File: config.mk
export PLATFORM = sky130hd
export DESIGN_NAME = inst_fetch_flat
export DESIGN_NICKNAME = d
export VERILOG_FILES = /design/src/rtl/cpu_pkg.sv /design/src/rtl/inst_fetch_if.sv /design/src/rtl/inst_fetch_prog_mem.sv /design/src/rtl/inst_fetch.sv /design/src/flat_wrapper.sv
export SDC_FILE = /design/constraint.sdc
export NUM_CORES = 1
export LEC_CHECK = 0
export CORE_MARGIN = 2
export CORE_UTILIZATION = 54
export CTS_CLUSTER_SIZE = 30
export DETAILED_ROUTE_END_ITERATION = 12
export GPL_TIMING_DRIVEN = 0
export PLACE_DENSITY = 0.75
export SLEW_MARGIN = 20
export SYNTH_ARGS = -nofsm -noshare
export SYNTH_HDL_FRONTEND = slang
export SYNTH_SLANG_ARGS = --single-unit
File: constraint.sdc
create_clock -name clk -period 3.17 [get_ports clk]
set_clock_uncertainty 0.05 [all_clocks]
set_input_delay 0.634 -clock clk [delete_from_list [all_inputs] [get_ports clk]]
set_output_delay 0.634 -clock clk [all_outputs]
set_load 0.05 [all_outputs]
File: src/rtl/cpu_pkg.sv
// Shared CPU types: instruction word layout, fetch FSM states and
// the opcodes the fetch stage executes itself.
package cpu_pkg;

   localparam logic [3:0] OP_JMP  = 4'hE;
   localparam logic [3:0] OP_HALT = 4'hF;

   typedef struct packed {
      logic [3:0]  op;
      logic [15:0] lit;
   } instr_t;

   typedef enum logic [1:0] {
      S_IDLE,
      S_FETCH,
      S_ISSUE,
      S_HALT
   } fetch_state_t;

endpackage

File: src/rtl/inst_fetch_if.sv
// Program-load and issue bundle between the fetch stage and its
// controller/consumer.
interface inst_fetch_if #(
   parameter int ADDR_W = 4
) ();

   logic              start;
   logic              hold;
   logic              prog_we;
   logic [ADDR_W-1:0] prog_addr;
   logic [19:0]       prog_data;
   logic [3:0]        inst;
   logic [15:0]       f;
   logic              valid;
   logic [ADDR_W-1:0] pc;
   logic              halted;

   modport master (
      output start, hold, prog_we, prog_addr, prog_data,
      input  inst, f, valid, pc, halted
   );

   modport slave (
      input  start, hold, prog_we, prog_addr, prog_data,
      output inst, f, valid, pc, halted
   );

endinterface

File: src/rtl/inst_fetch_prog_mem.sv
// Program RAM: one write port, one synchronous read port whose
// registered output doubles as the instruction register.
module prog_mem
   import cpu_pkg::*;
#(
   parameter int DEPTH  = 16,
   parameter int ADDR_W = $clog2(DEPTH)
) (
   input  logic              clk,
   input  logic              i_we,
   input  logic [ADDR_W-1:0] i_waddr,
   input  instr_t            i_wdata,
   input  logic              i_re,
   input  logic [ADDR_W-1:0] i_raddr,
   output instr_t            o_rdata
);

   instr_t r_mem [DEPTH];
   instr_t r_rdata;

   always_ff @(posedge clk) begin
      if (i_we) r_mem[i_waddr] <= i_wdata;
      if (i_re) r_rdata <= r_mem[i_raddr];
   end

   assign o_rdata = r_rdata;

endmodule

File: src/rtl/inst_fetch.sv
// Fetch/issue stage: PC sequencer with local JMP/HALT and registered
// opcode/literal issue toward the ALU.
module inst_fetch
   import cpu_pkg::*;
#(
   parameter int DEPTH  = 16,
   parameter int ADDR_W = $clog2(DEPTH)
) (
   input  logic        clk,
   input  logic        reset,
   inst_fetch_if.slave bus
);

   fetch_state_t      r_state, w_state;
   logic [ADDR_W-1:0] r_pc, w_pc;
   logic [3:0]        r_inst, w_inst;
   logic [15:0]       r_f, w_f;
   logic              r_valid, w_valid;
   logic              r_halted, w_halted;
   logic              w_idle;
   logic              w_we;
   logic              w_re;
   instr_t            w_ir;

   assign w_idle = (r_state == S_IDLE) || (r_state == S_HALT);
   assign w_we   = bus.prog_we && w_idle;
   assign w_re   = (r_state == S_FETCH);

   prog_mem #(
      .DEPTH  (DEPTH),
      .ADDR_W (ADDR_W)
   ) u_mem (
      .clk     (clk),
      .i_we    (w_we),
      .i_waddr (bus.prog_addr),
      .i_wdata (instr_t'(bus.prog_data)),
      .i_re    (w_re),
      .i_raddr (r_pc),
      .o_rdata (w_ir)
   );

   always_comb begin
      w_state  = r_state;
      w_pc     = r_pc;
      w_inst   = r_inst;
      w_f      = r_f;
      w_valid  = 1'b0;
      w_halted = r_halted;
      unique case (r_state)
         S_IDLE, S_HALT: begin
            if (bus.start) begin
               w_pc     = '0;
               w_halted = 1'b0;
               w_state  = S_FETCH;
            end
         end
         S_FETCH: w_state = S_ISSUE;
         S_ISSUE: begin
            unique case (1'b1)
               (w_ir.op == OP_JMP): begin
                  w_pc    = w_ir.lit[ADDR_W-1:0];
                  w_state = S_FETCH;
               end
               (w_ir.op == OP_HALT): begin
                  w_halted = 1'b1;
                  w_state  = S_HALT;
               end
               default: begin
                  // Reloading the same word keeps outputs frozen under hold.
                  w_inst  = w_ir.op;
                  w_f     = w_ir.lit;
                  w_valid = 1'b1;
                  if (!bus.hold) begin
                     w_pc    = r_pc + ADDR_W'(1);
                     w_state = S_FETCH;
                  end
               end
            endcase
         end
      endcase
   end

   always_ff @(posedge clk) begin
      if (!reset) begin
         r_state  <= S_IDLE;
         r_pc     <= '0;
         r_inst   <= '0;
         r_f      <= '0;
         r_valid  <= 1'b0;
         r_halted <= 1'b0;
      end else begin
         r_state  <= w_state;
         r_pc     <= w_pc;
         r_inst   <= w_inst;
         r_f      <= w_f;
         r_valid  <= w_valid;
         r_halted <= w_halted;
      end
   end

   assign bus.inst   = r_inst;
   assign bus.f      = r_f;
   assign bus.valid  = r_valid;
   assign bus.pc     = r_pc;
   assign bus.halted = r_halted;

endmodule
File: src/flat_wrapper.sv
// flat-port wrapper written by rule: the top's interface ports become plain ports
module inst_fetch_flat import cpu_pkg::*;
#(
   parameter int DEPTH  = 16,
   parameter int ADDR_W = $clog2(DEPTH)
)
  (clk, reset, bus_start, bus_hold, bus_prog_we, bus_prog_addr, bus_prog_data, bus_inst, bus_f, bus_valid, bus_pc, bus_halted);
  inst_fetch_if #(.ADDR_W(ADDR_W)) bus_i ();
  input  logic clk;
  input  logic reset;
  input wire logic [$bits(bus_i.start)-1:0] bus_start;
  input wire logic [$bits(bus_i.hold)-1:0] bus_hold;
  input wire logic [$bits(bus_i.prog_we)-1:0] bus_prog_we;
  input wire logic [$bits(bus_i.prog_addr)-1:0] bus_prog_addr;
  input wire logic [$bits(bus_i.prog_data)-1:0] bus_prog_data;
  output wire logic [$bits(bus_i.inst)-1:0] bus_inst;
  output wire logic [$bits(bus_i.f)-1:0] bus_f;
  output wire logic [$bits(bus_i.valid)-1:0] bus_valid;
  output wire logic [$bits(bus_i.pc)-1:0] bus_pc;
  output wire logic [$bits(bus_i.halted)-1:0] bus_halted;
  assign bus_i.start = bus_start;
  assign bus_i.hold = bus_hold;
  assign bus_i.prog_we = bus_prog_we;
  assign bus_i.prog_addr = bus_prog_addr;
  assign bus_i.prog_data = bus_prog_data;
  assign bus_inst = bus_i.inst;
  assign bus_f = bus_i.f;
  assign bus_valid = bus_i.valid;
  assign bus_pc = bus_i.pc;
  assign bus_halted = bus_i.halted;
  inst_fetch #(.DEPTH(DEPTH), .ADDR_W(ADDR_W)) u_core (.clk(clk), .reset(reset), .bus(bus_i));
endmodule
==> reports/results.ini, run 1 <==
[critical_path]
start_kind=flip-flop
end_kind=flip-flop
cp_max_fo=10
path_class=flip-flop to flip-flop
cp.arrival_ns=3.11
critical_path_required_ns=3.36

[yosys]
synth-seq-cells=368
synth_cell_types=37
synth_seq_area_share=0.7762
ys.flop_type=edfxtp_1
synthAdderAreaFrac=0.002705
netlist_area_um2=13880
synth_top_family_by_area=multiplexers
netlist.area_leader.share=0.7358
syn_avg_cell_area_um2=21.96
ys_top_cells_by_area=edfxtp_1, mux4_2, dfxtp_1, nand2_1, a21oi_1
synth_largest_area_cell=edfxtp_1
synth_most_common_cell=edfxtp_1
synthCells=632
synth_compound_area_frac=0.01659
ys_warn_count=0
synthMuxAreaShare=0.1655
synthSimpleGateAreaFrac=0.02651
async_flop_share=0
yosys.area_share.xor_xnor=0.001262
synth_edf_count=340
syn_nets=664
ys_top_cells_by_count=edfxtp_1, mux4_2, nand2_1

[final_layout]
diodes=0
fin_nets=778
nFillCells=1548
stdcell_area_um2=16470
syn_to_final_growth_pct=18.69
drive_gt1_frac=0.2620
final_cells=1101
fin_util=0.6540

[clock_network]
clock-sinks=368
cts_buffer_depth=3
cts_root_buf=clkbuf_16
cts_buffers=36
post_cts_buffers=0
cts_tree=yes
clk_pin_slew_worst_paths_ns=0.06
hold_buffers=0
clock_latency_ns=0.51
cts_resized=0
cts.htree.levels=2

[sta]
slew_headroom=0.3070
rsz0062_at_grt=no
drv_slew=0
fmax_mhz=342.1
setup_violations=0
fin_crit_sh=0.9221
period_needed_ns=2.923
tightest_slew_ns=1.040
tns_ns=0
finalHoldViolCount=0

[global_routing]
grt_antenna_before_repair=0
grt_max_degree=24
grt_overflow_total=0
grt_usage=0.2434
grt_pass1_wl_um=46050
grt_pass1_vias=7263

[floorplanning]
ios=55
rows=58
die_y_um=164.3
die-area_um2=26990
die_w_um=164.3
start_util=0.5510
core_area_um2=25180

[flow_run]
drv_cap=0

[routing]
drcViolationCount=0
wl_per_cell_um=28.51
vias_per_cell=6.281
first_pass_iters=5
wl_um=31390
ant_nets=0
vias=6915
dr.first_iter.drc_count=843

[power_and_ir_drop]
leakage_nw=5.042
ir_worst_vdd_mv=0.3032
power_mw=10.25
powerDensity_nw_per_um2=622.2

[placement]
place_inst=1038
place_hpwl_um=20230
numPortBuffers=54
gp_congestion=0.8310
dpl_cell_area_um2=15330

[hold_path]
hold_class=flip-flop to flip-flop

[status]
status=completed

[layout make-up]
class                           instances  area, µm²  share of cell area
Buffer                                 28      137.6            0.008357
Clock buffer                           44      952.2             0.05781
Clock inverter                         19      182.7             0.01109
Inverter                                5      18.77            0.001140
Multi-Input combinational cell        231       3062              0.1859
Sequential cell                       368      10770              0.6540
Tap cell                              330      412.9             0.02507
Timing Repair Buffer                   76      933.4             0.05667
[placed cells by master (no fill, tap or decap), drive strengths merged, types with 2 or more instances in the layout]
master	count
xor2	2
clkdlybuf4s50	54
nand3	2
clkbuf	61
edfxtp	340
buf	33
inv	5
bufinv	4
mux2	3
clkinv	15
and2	2
nor2	18
mux4	100
or3	3
nand2b	3
nor3	4
a21oi	23
dfxtp	28
nand2	44
nand4	3
o221a	3
o21ai	5
ha	3
[worst max-delay path, cell delays in order, from the launching register on]
cell and delay (ns):
dfxtp_1 0.42, clkbuf_1 0.43, clkbuf_1 0.82, mux4_2 0.45
mux4_2 0.48
[worst paths after layout]
path	end	start	slack (ns)	depth (start not counted)
worst max register to register	u_core.u_mem.o_rdata[2]	u_core.bus.pc[1]	0.25	4
worst min-delay path	u_core.bus.f[9]	u_core.bus.f[9]	0.40	2
worst min register to register	u_core.bus.f[9]	u_core.bus.f[9]	0.40	2
worst max-delay path	u_core.u_mem.o_rdata[2]	u_core.bus.pc[1]	0.25	4
[kinds of logic after synthesis]
kind of cell,Yosys count
AOI/OAI and AO/OA,38
xor gates and xnor gates,2
adders and majority gates,3
buffers and inverters,33
DFF,368
muxes,104
and+or+nand+nor,84
[metrics by stage]
step / hold slack [ns] / worst slack [ns]
detailed placement: 0.3971 / 0.1521
CTS: 0.4056 / 0.2674
finish: 0.4023 / 0.2471
global route: 0.4415 / 0.1206
global placement: 0.3910 / -1.819
floorplan: 0.4213 / 0.1150
[registers in the layout, indices dropped and copies added (netlist names)]
signal / count
u_core.bus.halted: 1
u_core.bus.valid: 1
u_core.bus.inst: 4
u_core.u_mem.o_rdata: 20
u_core.u_mem.r_mem: 320
u_core.r_state: 2
u_core.bus.pc: 4
u_core.bus.f: 16
[report_power, final]
group	leakage, nW	internal, mW	switching (mW)	total [mW]
logic	1.19	0.217	0.375	0.591
clock network	0.556	2.45	1.72	4.17
registers	3.30	5.44	0.0530	5.49
[metal layers]
layer / vias up / global-route usage / part of all wire
li1: 2869 / - / -
met1: 3595 / 0.2992 / 0.35
met2: 354 / 0.4418 / 0.55
met3: 97 / 0.03384 / 0.065
met4: 0 / 0.08812 / 0.035
met5: - / 0 / 0
Note: power is estimated with default switching activity, not from simulation.
==> run 2, diff against run 1 <==
SKIP_LAST_GASP = 1   (was unset)
==> results of run 2 <==
Same layout as run 1: the final DEF is identical, and so are final timing and power.
